===== config.mk =====
export PLATFORM = sky130hd
export DESIGN_NAME = xform_scheduler
export DESIGN_NICKNAME = d
export VERILOG_FILES = /design/src/rtl/xform_scheduler.sv
export SDC_FILE = /design/constraint.sdc
export NUM_CORES = 1
export LEC_CHECK = 0
export CAP_MARGIN = 20
export CORE_MARGIN = 1
export CORE_UTILIZATION = 55
export DETAILED_ROUTE_END_ITERATION = 10
export GPL_TIMING_DRIVEN = 0
export PLACE_DENSITY = 0.94
export RECOVER_POWER = 100
export SYNTH_ARGS = -nofsm -noshare
export SYNTH_HDL_FRONTEND = slang
export SYNTH_SLANG_ARGS = --single-unit

===== constraint.sdc =====
create_clock -name clk -period 5.07 [get_ports clk]
set_clock_uncertainty 0.05 [all_clocks]
set_input_delay 1.014 -clock clk [delete_from_list [all_inputs] [get_ports clk]]
set_output_delay 1.014 -clock clk [all_outputs]
set_load 0.005 [all_outputs]

===== src/rtl/xform_scheduler.sv =====
// Sequences up to four programmed transform ops per point through an external graphics_transform datapath.
// Optional macro XFORM_SCHED_STATS_EN adds the pts_done output-handshake counter.
module xform_scheduler #(
    parameter int DATA_WIDTH = 16,
    parameter int FIFO_DEPTH = 4
) (
    input  logic                         clk,
    input  logic                         rst,
    input  logic                         cfg_we,
    input  logic [1:0]                   cfg_addr,
    input  logic [1:0]                   cfg_type,
    input  logic [DATA_WIDTH-1:0]        cfg_param,
    input  logic [2:0]                   cfg_len,
    input  logic                         in_valid,
    output logic                         in_ready,
    input  logic signed [DATA_WIDTH-1:0] in_x,
    input  logic signed [DATA_WIDTH-1:0] in_y,
    output logic                         out_valid,
    input  logic                         out_ready,
    output logic signed [DATA_WIDTH-1:0] out_x,
    output logic signed [DATA_WIDTH-1:0] out_y,
    output logic                         dp_start,
    output logic signed [DATA_WIDTH-1:0] dp_x,
    output logic signed [DATA_WIDTH-1:0] dp_y,
    output logic [DATA_WIDTH-1:0]        dp_param,
    output logic [1:0]                   dp_type,
    input  logic                         dp_done,
    input  logic signed [DATA_WIDTH-1:0] dp_x_res,
    input  logic signed [DATA_WIDTH-1:0] dp_y_res,
    output logic                         busy,
    output logic [2:0]                   dbg_state
`ifdef XFORM_SCHED_STATS_EN
    ,
    output logic [15:0]                  pts_done
`endif
);

    localparam int AW = (FIFO_DEPTH > 1) ? $clog2(FIFO_DEPTH) : 1;
    localparam int CW = $clog2(FIFO_DEPTH + 1);

    typedef enum logic [2:0] {IDLE, LOAD, ISSUE, WAIT, NEXT, OUT} state_t;

    state_t                 state, state_n;
    logic [DATA_WIDTH-1:0]  fifo_x [FIFO_DEPTH];
    logic [DATA_WIDTH-1:0]  fifo_y [FIFO_DEPTH];
    logic [AW-1:0]          wr_ptr, rd_ptr;
    logic [CW-1:0]          fifo_count;
    logic [2:0]             op_idx, len_q, len_in;
    logic [DATA_WIDTH-1:0]  work_x, work_y;
    logic [1:0]             slot_type  [4];
    logic [DATA_WIDTH-1:0]  slot_param [4];
    logic                   push, pop;

    function automatic logic [AW-1:0] ptr_inc(input logic [AW-1:0] p);
        return (p == AW'(FIFO_DEPTH - 1)) ? '0 : p + AW'(1);
    endfunction

    // A transfer happens on any rising edge where valid && ready are both high;
    // valid/data hold until it happens, and ready never depends on valid.
    assign in_ready  = (fifo_count < CW'(FIFO_DEPTH));
    assign push      = in_valid && in_ready;
    assign pop       = (state == LOAD);
    assign len_in    = (cfg_len > 3'd4) ? 3'd4 : cfg_len;

    assign busy      = (state != IDLE);
    assign dbg_state = state;
    assign out_valid = (state == OUT);
    assign out_x     = work_x;
    assign out_y     = work_y;
    assign dp_start  = (state == ISSUE);
    assign dp_x      = work_x;
    assign dp_y      = work_y;
    assign dp_type   = slot_type[op_idx[1:0]];
    assign dp_param  = slot_param[op_idx[1:0]];

    always_ff @(posedge clk) begin
        if (push) begin
            fifo_x[wr_ptr] <= in_x;
            fifo_y[wr_ptr] <= in_y;
        end
    end

    always_ff @(posedge clk) begin
        if (rst) begin
            state      <= IDLE;
            wr_ptr     <= '0;
            rd_ptr     <= '0;
            fifo_count <= '0;
            op_idx     <= '0;
            len_q      <= '0;
            work_x     <= '0;
            work_y     <= '0;
            for (int i = 0; i < 4; i++) begin
                slot_type[i]  <= '0;
                slot_param[i] <= '0;
            end
        end else begin
            state <= state_n;
            if (push) wr_ptr <= ptr_inc(wr_ptr);
            if (pop)  rd_ptr <= ptr_inc(rd_ptr);
            case ({push, pop})
                2'b10:   fifo_count <= fifo_count + CW'(1);
                2'b01:   fifo_count <= fifo_count - CW'(1);
                default: fifo_count <= fifo_count;
            endcase
            // Program is frozen while a point is in flight.
            if (cfg_we && !busy) begin
                slot_type[cfg_addr]  <= cfg_type;
                slot_param[cfg_addr] <= cfg_param;
            end
            case (state)
                LOAD: begin
                    work_x <= fifo_x[rd_ptr];
                    work_y <= fifo_y[rd_ptr];
                    op_idx <= '0;
                    len_q  <= len_in;
                end
                WAIT: begin
                    if (dp_done) begin
                        work_x <= dp_x_res;
                        work_y <= dp_y_res;
                    end
                end
                NEXT:    op_idx <= op_idx + 3'd1;
                default: ;
            endcase
        end
    end

    always_comb begin
        state_n = state;
        case (state)
            IDLE:    if (fifo_count != '0) state_n = LOAD;
            LOAD:    state_n = (len_in == 3'd0) ? OUT : ISSUE;
            ISSUE:   state_n = WAIT;
            WAIT:    if (dp_done) state_n = NEXT;
            NEXT:    state_n = ((op_idx + 3'd1) == len_q) ? OUT : ISSUE;
            OUT:     if (out_ready) state_n = IDLE;
            default: state_n = IDLE;
        endcase
    end

`ifdef XFORM_SCHED_STATS_EN
    always_ff @(posedge clk) begin
        if (rst) pts_done <= '0;
        else if (out_valid && out_ready) pts_done <= pts_done + 16'd1;
    end
`endif

endmodule


==> results_tabular.tex, run 1 <==
\begin{tabular}{lr}
\hline
Metric & Value \\
\hline
\multicolumn{2}{l}{\textbf{Timing}} \\
\quad Number of endpoints failing setup at the final stage & 0 \\
\quad Post-route setup TNS & 0 ns \\
\quad Setup repair after global routing missed its margin & no \\
\quad FMAX & 246 MHz \\
\quad Post-route worst hold slack & 0.421 ns \\
\quad Slew at the pin closest to its max-slew limit & 2.54 ns \\
\quad Minimum clock period after layout & 4.07 ns \\
\quad Final slew viol count & 132 \\
\quad Period utilization & 80.2\% \\
\quad Headroom to the max-slew limit & -69.2\% \\
\quad Count of final hold-check violations & 0 \\
\multicolumn{2}{l}{\textbf{Critical path}} \\
\quad Kind of end point of the critical path & primary output \\
\quad Reg2reg start & dbg\_state[2] \\
\quad R2R depth & 6 \\
\quad Endpoint of the lowest-slack register-to-register path & slot\_param[0][6] \\
\quad Highest net fanout along the worst path & 10 \\
\quad Critical path class & reg -> out \\
\quad Flop-to-flop setup slack & 1.16 ns \\
\quad Required arrival time at the worst endpoint & 4.01 ns \\
\quad WP data arrival & 3.00 ns \\
\quad Startpoint class of the critical path & flop \\
\multicolumn{2}{l}{\textbf{Synth}} \\
\quad Post-Syn Area & 10,500 sq um \\
\quad Syn Inst Count & 687 \\
\quad Share of synthesized registers carrying an async set or reset & 0\% \\
\quad Most used flip-flop cell after synthesis & sky130\_fd\_sc\_hd\_\_edfxtp\_1 \\
\quad Count of cell types in the netlist & 43 \\
\quad Yosys Warn Count & 0 \\
\quad Register bit count reported by yosys & 252 \\
\quad Post-Synthesis Net Count & 788 \\
\quad Post-synthesis area per instance & 15.2 sq um \\
\quad Sequential share of the synthesized area & 67.4\% \\
\quad Post-synth EDFFs & 200 \\
\multicolumn{2}{l}{\textbf{Min path}} \\
\quad Hold/Removal Path Class & reg -> reg \\
\quad Number of instances on the worst hold path & 2 \\
\quad Hold-critical path endpoint & len\_q[2] \\
\quad Min-delay src & len\_q[2] \\
\multicolumn{2}{l}{\textbf{Floorplan}} \\
\quad Die outline width & 140 microns \\
\quad Core box area & 18,600 sq um \\
\quad Initial core utilization & 56.1\% \\
\quad Die height & 140 microns \\
\quad Die Footprint & 19,600 sq um \\
\quad Rows & 50 \\
\quad Num ports & 182 \\
\multicolumn{2}{l}{\textbf{Power}} \\
\quad Cell Pwr Density & 456 nW/um\^{}2 \\
\quad Max rail drop VDD & 0.339 mV \\
\quad Total leakage power & 4.79 nW \\
\multicolumn{2}{l}{\textbf{Clock network}} \\
\quad CTS H-tree lvls & 1 \\
\quad CTS clk-pin slew, worst paths & 0.06 ns \\
\quad Number of buffers added by the clock tree synthesis step & 25 \\
\quad Root Buffer & sky130\_fd\_sc\_hd\_\_clkbuf\_16 \\
\quad Clock tree from TritonCTS & yes \\
\quad Sink count of the clock tree & 252 \\
\quad Setup repair bufs after CTS & 0 \\
\quad CTS hold repair buffers & 0 \\
\quad Number of resized instances in the post-cts repair step & 0 \\
\quad Worst skew pair latency & 0.52 ns \\
\quad Maximum buffer depth of the clock tree & 3 \\
\multicolumn{2}{l}{\textbf{Run status}} \\
\quad Outcome & complete, but fails checks \\
\quad Violations in the final reports & max-capacitance violations, max-slew violations \\
\multicolumn{2}{l}{\textbf{Cells and area}} \\
\quad Area Growth Syn to Fin & 27.4\% \\
\quad Most frequent standard cell in the layout excluding fill and tap cells & sky130\_fd\_sc\_hd\_\_edfxtp\_1 \\
\quad Fill cells & 1,165 \\
\quad Final Net Count & 995 \\
\quad Fraction of final layout cells with drive strength greater than 1 & 14.3\% \\
\quad Highest-count cells in the layout ignoring fill and taps & 200 x sky130\_fd\_sc\_hd\_\_edfxtp\_1, 113 x sky130\_fd\_sc\_hd\_\_dlygate4sd3\_1, 77 x sky130\_fd\_sc\_hd\_\_nand2\_1 \\
\quad Final core area utilization & 71.5\% \\
\quad Cell Count, Final, Fillers Out & 1,150 \\
\multicolumn{2}{l}{\textbf{Route}} \\
\quad Violation count after the first detailed-routing iteration & 421 \\
\quad Total number of vias & 6,595 \\
\quad First-pass detailed-route iteration total & 5 \\
\quad Number of nets still failing antenna checks after routing & 0 \\
\quad Post-DR vias/cell & 5.73 \\
\quad Total detailed-routing wirelength & 24,100 microns \\
\quad Wirelength per Cell & 21.0 microns \\
\quad Final routed DRC violation total & 0 \\
\multicolumn{2}{l}{\textbf{GRT}} \\
\quad First-pass GRT wire length & 36,800 microns \\
\quad Number of antenna violations at the first check in global routing & 4 \\
\quad Via count of the first global-routing pass & 6,846 \\
\quad Grt total ovfl & 0 \\
\quad Total routing resource utilization after global routing & 25.2\% \\
\quad Maximum number of pins on one net before global-route repair & 33 \\
\multicolumn{2}{l}{\textbf{Placed design}} \\
\quad Total half-perimeter wirelength after legalization and detailed placement & 15,900 microns \\
\quad Placer congestion estimate & 0.806 \\
\quad Placed cell count & 1,101 \\
\quad Count of input and output buffers & 180 \\
\multicolumn{2}{l}{\textbf{Flow run}} \\
\quad Max Cap Viol & 4 \\
\hline
\end{tabular}
[where the power goes]
part | internal [W] | leakage [nW] | switching [W]
Clock | 0.00108 | 0.408 | 0.000751
Combinational | 0.000822 | 2.04 | 0.000734
Sequential | 0.00253 | 2.35 | 0.000150
Total | 0.00444 | 4.79 | 0.00164
[cells by family after synthesis]
family          Yosys count  synth area share [%]
compound gates           62                  4.48
xor+xnor                  5                 0.563
fa+ha+maj                 8                  1.03
buf+inv                  85                  4.69
flops                   252                  67.4
mux                      51                  10.9
simple gates            224                  11.0
[metal layers]
layer	vias to the layer above	track usage, %	part of all wire, %
li1	2950	-	-
met1	3254	30.3	37
met2	325	44.9	52
met3	62	5.23	8.0
met4	4	8.44	2.8
met5	-	0	0.11
[synthesized netlist by cell type, drive strengths merged, types with 4 or more instances]
master / instances / area (sq um)
dfxtp: 52 / 1040
nand2: 77 / 289
ha: 7 / 87.6
nand3b: 5 / 37.5
and3b: 4 / 36.3
nor2: 41 / 154
nor3: 4 / 31.3
edfxtp: 200 / 6010
buf: 58 / 389
nor2b: 6 / 37.5
clkbuf: 17 / 63.8
o21ai: 5 / 25.0
and2: 78 / 488
a21oi: 13 / 65.1
a311oi: 32 / 280
inv: 10 / 37.5
mux4: 50 / 1130
[state kept, by name, indices dropped and copies added (netlist names), named ones only]
name        cells
op_idx          3
fifo_count      3
dbg_state       3
dp_x           16
fifo_y         64
slot_param     64
fifo_x         64
dp_y           16
len_q           3
rd_ptr          2
slot_type       8
wr_ptr          2
[metrics by stage]
stage          total power [W]  area, sq um  worst slack (ns)
3_5_place_dp           0.00435        12600              1.51
5_1_grt                0.00631        13300             0.802
4_1_cts                0.00618        13400              1.29
6_report               0.00607        13300              1.00
2_1_floorplan          0.00357        10500              2.36
3_3_place_gp           0.00427        12500              1.48
[final cells by class]
cell class                      count  area, sq um  area share (%)
Antenna cell                        3         7.51          0.0563
Inverter                           10         37.5           0.282
Sequential cell                   252         7050            52.9
Buffer                             75          419            3.15
Clock buffer                       36          717            5.38
Timing Repair Buffer              180         1800            13.5
Clock inverter                     10          106           0.798
Tap cell                          234          293            2.20
Multi-Input combinational cell    350         2890            21.7
[how the worst max path moves through the flow]
stage	slack [ns]	endpoint	depth (start not counted)	from
after floorplan	2.36	slot_param[0][0]	5	rst
after global placement	1.48	fifo_x[0][11]	3	in_valid
after detailed placement	1.51	slot_param[0][11]	5	cfg_we
after CTS	1.29	dp_param[4]	4	flop
after global routing	0.80	dp_param[4]	4	flop
final	1.00	dp_param[4]	4	flop
[critical path: stages, from the launching register on]
cell                            delay [ns]
sky130_fd_sc_hd__dfxtp_1              0.30
sky130_fd_sc_hd__clkbuf_1             0.53
sky130_fd_sc_hd__buf_2                0.47
sky130_fd_sc_hd__mux4_2               0.57
sky130_fd_sc_hd__dlygate4sd3_1        0.60
Power figures use the tool's default switching activity.
==> run 2, diff against run 1 <==
Settings changed: CORE_UTILIZATION 55 to 53, PLACE_DENSITY 0.94 to 0.91.
Clock period 5.07 ns to 3.9 ns, I/O delays scaled along.
==> run 2 against run 1 <==
- the run still ends with max-capacitance violations, max-slew violations left
- largest cell class unchanged
- routed wire length decreased by 1.9%
- critical path type unchanged
- count of clock-buffer cells in the layout shrank 3
- final area rose by 0.90%
- worst setup slack lost 0.72 ns
- cell count rose by 2.9%
==> results_tabular.tex, run 2 (same netlist as run 1, synthesis figures left out) <==
\begin{tabular}{lr}
\hline
Metric & Value \\
\hline
\multicolumn{2}{l}{\textbf{Placed design}} \\
\quad Placer congestion estimate & 0.801 (was 0.806) \\
\quad Count of input and output buffers & 180 (unchanged) \\
\quad Total half-perimeter wirelength after legalization and detailed placement & 15,300 microns (was 15,900 microns) \\
\multicolumn{2}{l}{\textbf{Critical path}} \\
\quad Cell depth of the worst setup path & 4 (unchanged) \\
\quad Buffering stage count on the worst path with inverters included & 3 (unchanged) \\
\quad R2R depth & 6 (unchanged) \\
\quad Required arrival time at the worst endpoint & 3.07 ns (was 4.01 ns) \\
\quad Critical path class & reg -> out (unchanged) \\
\quad Cell at the slowest stage of the critical path & sky130\_fd\_sc\_hd\_\_dlygate4sd3\_1 (unchanged) \\
\quad Largest stage delay, worst path & 0.60 ns (about the same) \\
\quad Worst-path cell chain & clkbuf\_1 -> clkbuf\_1 -> mux4\_2 -> dlygate4sd3\_1 (was clkbuf\_1 -> buf\_2 -> mux4\_2 -> dlygate4sd3\_1) \\
\quad Kind of cell adding the most delay to the critical path & buffers and inverters (unchanged) \\
\quad Startpoint class of the critical path & flop (unchanged) \\
\quad Kind of end point of the critical path & primary output (unchanged) \\
\quad Cell repeated most along the worst path & sky130\_fd\_sc\_hd\_\_clkbuf\_1 \\
\quad Endpoint of the worst setup timing path & dp\_param[5] (was dp\_param[4]) \\
\quad Endpoint of the lowest-slack register-to-register path & slot\_param[2][13] (was slot\_param[0][6]) \\
\quad Flop-to-flop setup slack & 0.50 ns (was 1.16 ns) \\
\quad Highest net fanout along the worst path & 10 (unchanged) \\
\quad WP data arrival & 2.78 ns (was 3.00 ns) \\
\quad Reg2reg start & dbg\_state[2] (unchanged) \\
\multicolumn{2}{l}{\textbf{Clock network}} \\
\quad Root Buffer & sky130\_fd\_sc\_hd\_\_clkbuf\_16 (unchanged) \\
\quad CTS clk-pin slew, worst paths & 0.06 ns (about the same) \\
\quad CTS H-tree lvls & 1 (unchanged) \\
\quad CTS hold repair buffers & 0 (unchanged) \\
\quad Number of resized instances in the post-cts repair step & 0 (unchanged) \\
\quad Sink count of the clock tree & 252 (unchanged) \\
\quad Number of buffers added by the clock tree synthesis step & 26 (was 25) \\
\quad Worst skew pair latency & 0.52 ns (about the same) \\
\quad Maximum buffer depth of the clock tree & 3 (unchanged) \\
\quad Setup repair bufs after CTS & 0 (unchanged) \\
\quad Clock tree from TritonCTS & yes (unchanged) \\
\multicolumn{2}{l}{\textbf{Floorplan}} \\
\quad Die Footprint & 20,300 sq um (was 19,600 sq um) \\
\quad Num ports & 182 (unchanged) \\
\quad Initial core utilization & 53.9\% (was 56.1\%) \\
\quad Die height & 142 microns (was 140 microns) \\
\quad Rows & 51 (was 50) \\
\quad Core box area & 19,400 sq um (was 18,600 sq um) \\
\quad Die outline width & 142 microns (was 140 microns) \\
\multicolumn{2}{l}{\textbf{Timing}} \\
\quad FMAX & 277 MHz \\
\quad Setup repair after global routing missed its margin & no (unchanged) \\
\quad Period utilization & 92.6\% \\
\quad Post-route setup TNS & 0 ns (unchanged) \\
\quad Final slew viol count & 132 (unchanged) \\
\quad Minimum clock period after layout & 3.61 ns \\
\quad Number of endpoints failing setup at the final stage & 0 (unchanged) \\
\quad Headroom to the max-slew limit & -66.4\% (was -69.2\%) \\
\quad Slew at the pin closest to its max-slew limit & 2.49 ns (was 2.54 ns) \\
\quad Count of final hold-check violations & 0 (unchanged) \\
\multicolumn{2}{l}{\textbf{Power}} \\
\quad Fraction of power consumed by sequential logic & 43.2\% (was 44.2\%) \\
\quad Share of total power in the clock network & 31.6\% (was 30.2\%) \\
\quad Cell Pwr Density & 598 nW/um\^{}2 (was 456 nW/um\^{}2) \\
\quad Combinational power share & 25.2\% (was 25.6\%) \\
\quad Internal power contribution & 0.00588 W (was 0.00444 W) \\
\quad P\_sw & 0.00216 W (was 0.00164 W) \\
\quad Total leakage power & 4.84 nW (was 4.79 nW) \\
\quad Sw Ratio & 26.9\% (about the same) \\
\quad Max rail drop VDD & 0.512 mV (was 0.339 mV) \\
\multicolumn{2}{l}{\textbf{Cells and area}} \\
\quad Fraction of final layout cells with drive strength greater than 1 & 15.0\% (was 14.3\%) \\
\quad Highest-count cells in the layout ignoring fill and taps & 200 x sky130\_fd\_sc\_hd\_\_edfxtp\_1, 115 x sky130\_fd\_sc\_hd\_\_dlygate4sd3\_1, 77 x sky130\_fd\_sc\_hd\_\_nand2\_1 (was 200 x sky130\_fd\_sc\_hd\_\_edfxtp\_1, 113 x sky130\_fd\_sc\_hd\_\_dlygate4sd3\_1, 77 x sky130\_fd\_sc\_hd\_\_nand2\_1) \\
\quad Registers with the most flip-flops & fifo\_x (64), fifo\_y (64), slot\_param (64) (unchanged) \\
\quad Final Net Count & 996 (was 995) \\
\quad Most frequent standard cell in the layout excluding fill and tap cells & sky130\_fd\_sc\_hd\_\_edfxtp\_1 (unchanged) \\
\quad Final core area utilization & 69.3\% (was 71.5\%) \\
\quad Area Growth Syn to Fin & 28.6\% (was 27.4\%) \\
\multicolumn{2}{l}{\textbf{Route}} \\
\quad Total number of vias & 6,537 (was 6,595) \\
\quad Wirelength per Cell & 20.0 microns (was 21.0 microns) \\
\quad Number of nets still failing antenna checks after routing & 0 (unchanged) \\
\quad Total detailed-routing wirelength & 23,700 microns (was 24,100 microns) \\
\quad First-pass detailed-route iteration total & 4 (was 5) \\
\quad Violation count after the first detailed-routing iteration & 374 (was 421) \\
\quad Final routed DRC violation total & 0 (unchanged) \\
\quad Post-DR vias/cell & 5.53 (was 5.73) \\
\multicolumn{2}{l}{\textbf{GRT}} \\
\quad Maximum number of pins on one net before global-route repair & 33 (unchanged) \\
\quad Via count of the first global-routing pass & 6,749 (was 6,846) \\
\quad Grt total ovfl & 0 (unchanged) \\
\quad Total routing resource utilization after global routing & 23.9\% (was 25.2\%) \\
\quad Number of antenna violations at the first check in global routing & 4 (unchanged) \\
\quad First-pass GRT wire length & 35,900 microns (was 36,800 microns) \\
\multicolumn{2}{l}{\textbf{Min path}} \\
\quad Hold/Removal Path Class & reg -> reg (unchanged) \\
\multicolumn{2}{l}{\textbf{Run status}} \\
\quad Violations in the final reports & max-capacitance violations, max-slew violations (unchanged) \\
\quad Outcome & complete, but fails checks (unchanged) \\
\multicolumn{2}{l}{\textbf{Flow run}} \\
\quad Max Cap Viol & 4 (unchanged) \\
\hline
\end{tabular}
[run 2: changes by cell type in the layout (fill, tap and decap cells not counted), moves of 3 or more]
cell                       delta
sky130_fd_sc_hd__and2_0       -4
sky130_fd_sc_hd__clkbuf_4     -3
sky130_fd_sc_hd__buf_4        +3
sky130_fd_sc_hd__and2_1       +4
[run 2: layer usage]
| metal | vias up | part of all wire (%) | routed length, microns | global-route usage (%) |
|---|---|---|---|---|
| met4 | 4 | 2.7 | 648 | 8.60 |
| met1 | 3238 | 37 | 8820 | 28.1 |
| met3 | 55 | 7.9 | 1880 | 5.01 |
| li1 | 2960 | - | - | - |
| met2 | 280 | 52 | 12300 | 43.0 |
| met5 | - | 0.093 | 22 | 0 |
[run 2: worst min-delay path: cells and delay by family, from the launching register on]
kind	cells	cell delay, ns
DFF	1	0.31
and+or+nand+nor	1	0.05
AOI/OAI and AO/OA	1	0.06
[run 2: worst min-delay path by stage]
stage,start,endpoint,slack (ns),depth (start not counted)
5_1_grt,len_q[0],len_q[0],0.44,2
6_report,len_q[2],len_q[2],0.42,2
3_3_place_gp,len_q[1],len_q[1],0.40,2
3_5_place_dp,len_q[2],len_q[2],0.41,2
4_1_cts,len_q[1],len_q[1],0.42,2
2_1_floorplan,len_q[2],len_q[2],0.39,2
[run 2: per-stage QoR]
stage	total power (W)	hold slack (ns)	instances	cell area, sq um	worst slack (ns)
2_1_floorplan	0.00464	0.387	687	10500	1.42
3_3_place_gp	0.00556	0.403	1132	12600	0.546
3_5_place_dp	0.00565	0.408	1132	12600	0.619
4_1_cts	0.00820	0.419	1180	13500	0.354
5_1_grt	0.00837	0.436	1181	13400	0.150
6_report	0.00804	0.417	1183	13400	0.289
[run 2: layout make-up]
| type | count | area [sq um] |
|---|---|---|
| Buffer | 75 | 419 |
| Tap cell | 265 | 332 |
| Sequential cell | 252 | 7050 |
| Clock buffer | 33 | 728 |
| Fill cell | 1311 | 5960 |
| Multi-Input combinational cell | 350 | 2910 |
| Antenna cell | 3 | 7.51 |
| Clock inverter | 15 | 165 |
| Timing Repair Buffer | 180 | 1800 |
| Inverter | 10 | 37.5 |
[run 2: power by group through the flow]
stage,Combinational [W],Sequential (W),Clock [W]
finish,0.00202,0.00347,0.00254
global placement,0.00206,0.00350,0
detailed placement,0.00213,0.00352,0
floorplan,0.00117,0.00348,0
global route,0.00220,0.00351,0.00267
CTS,0.00216,0.00347,0.00257
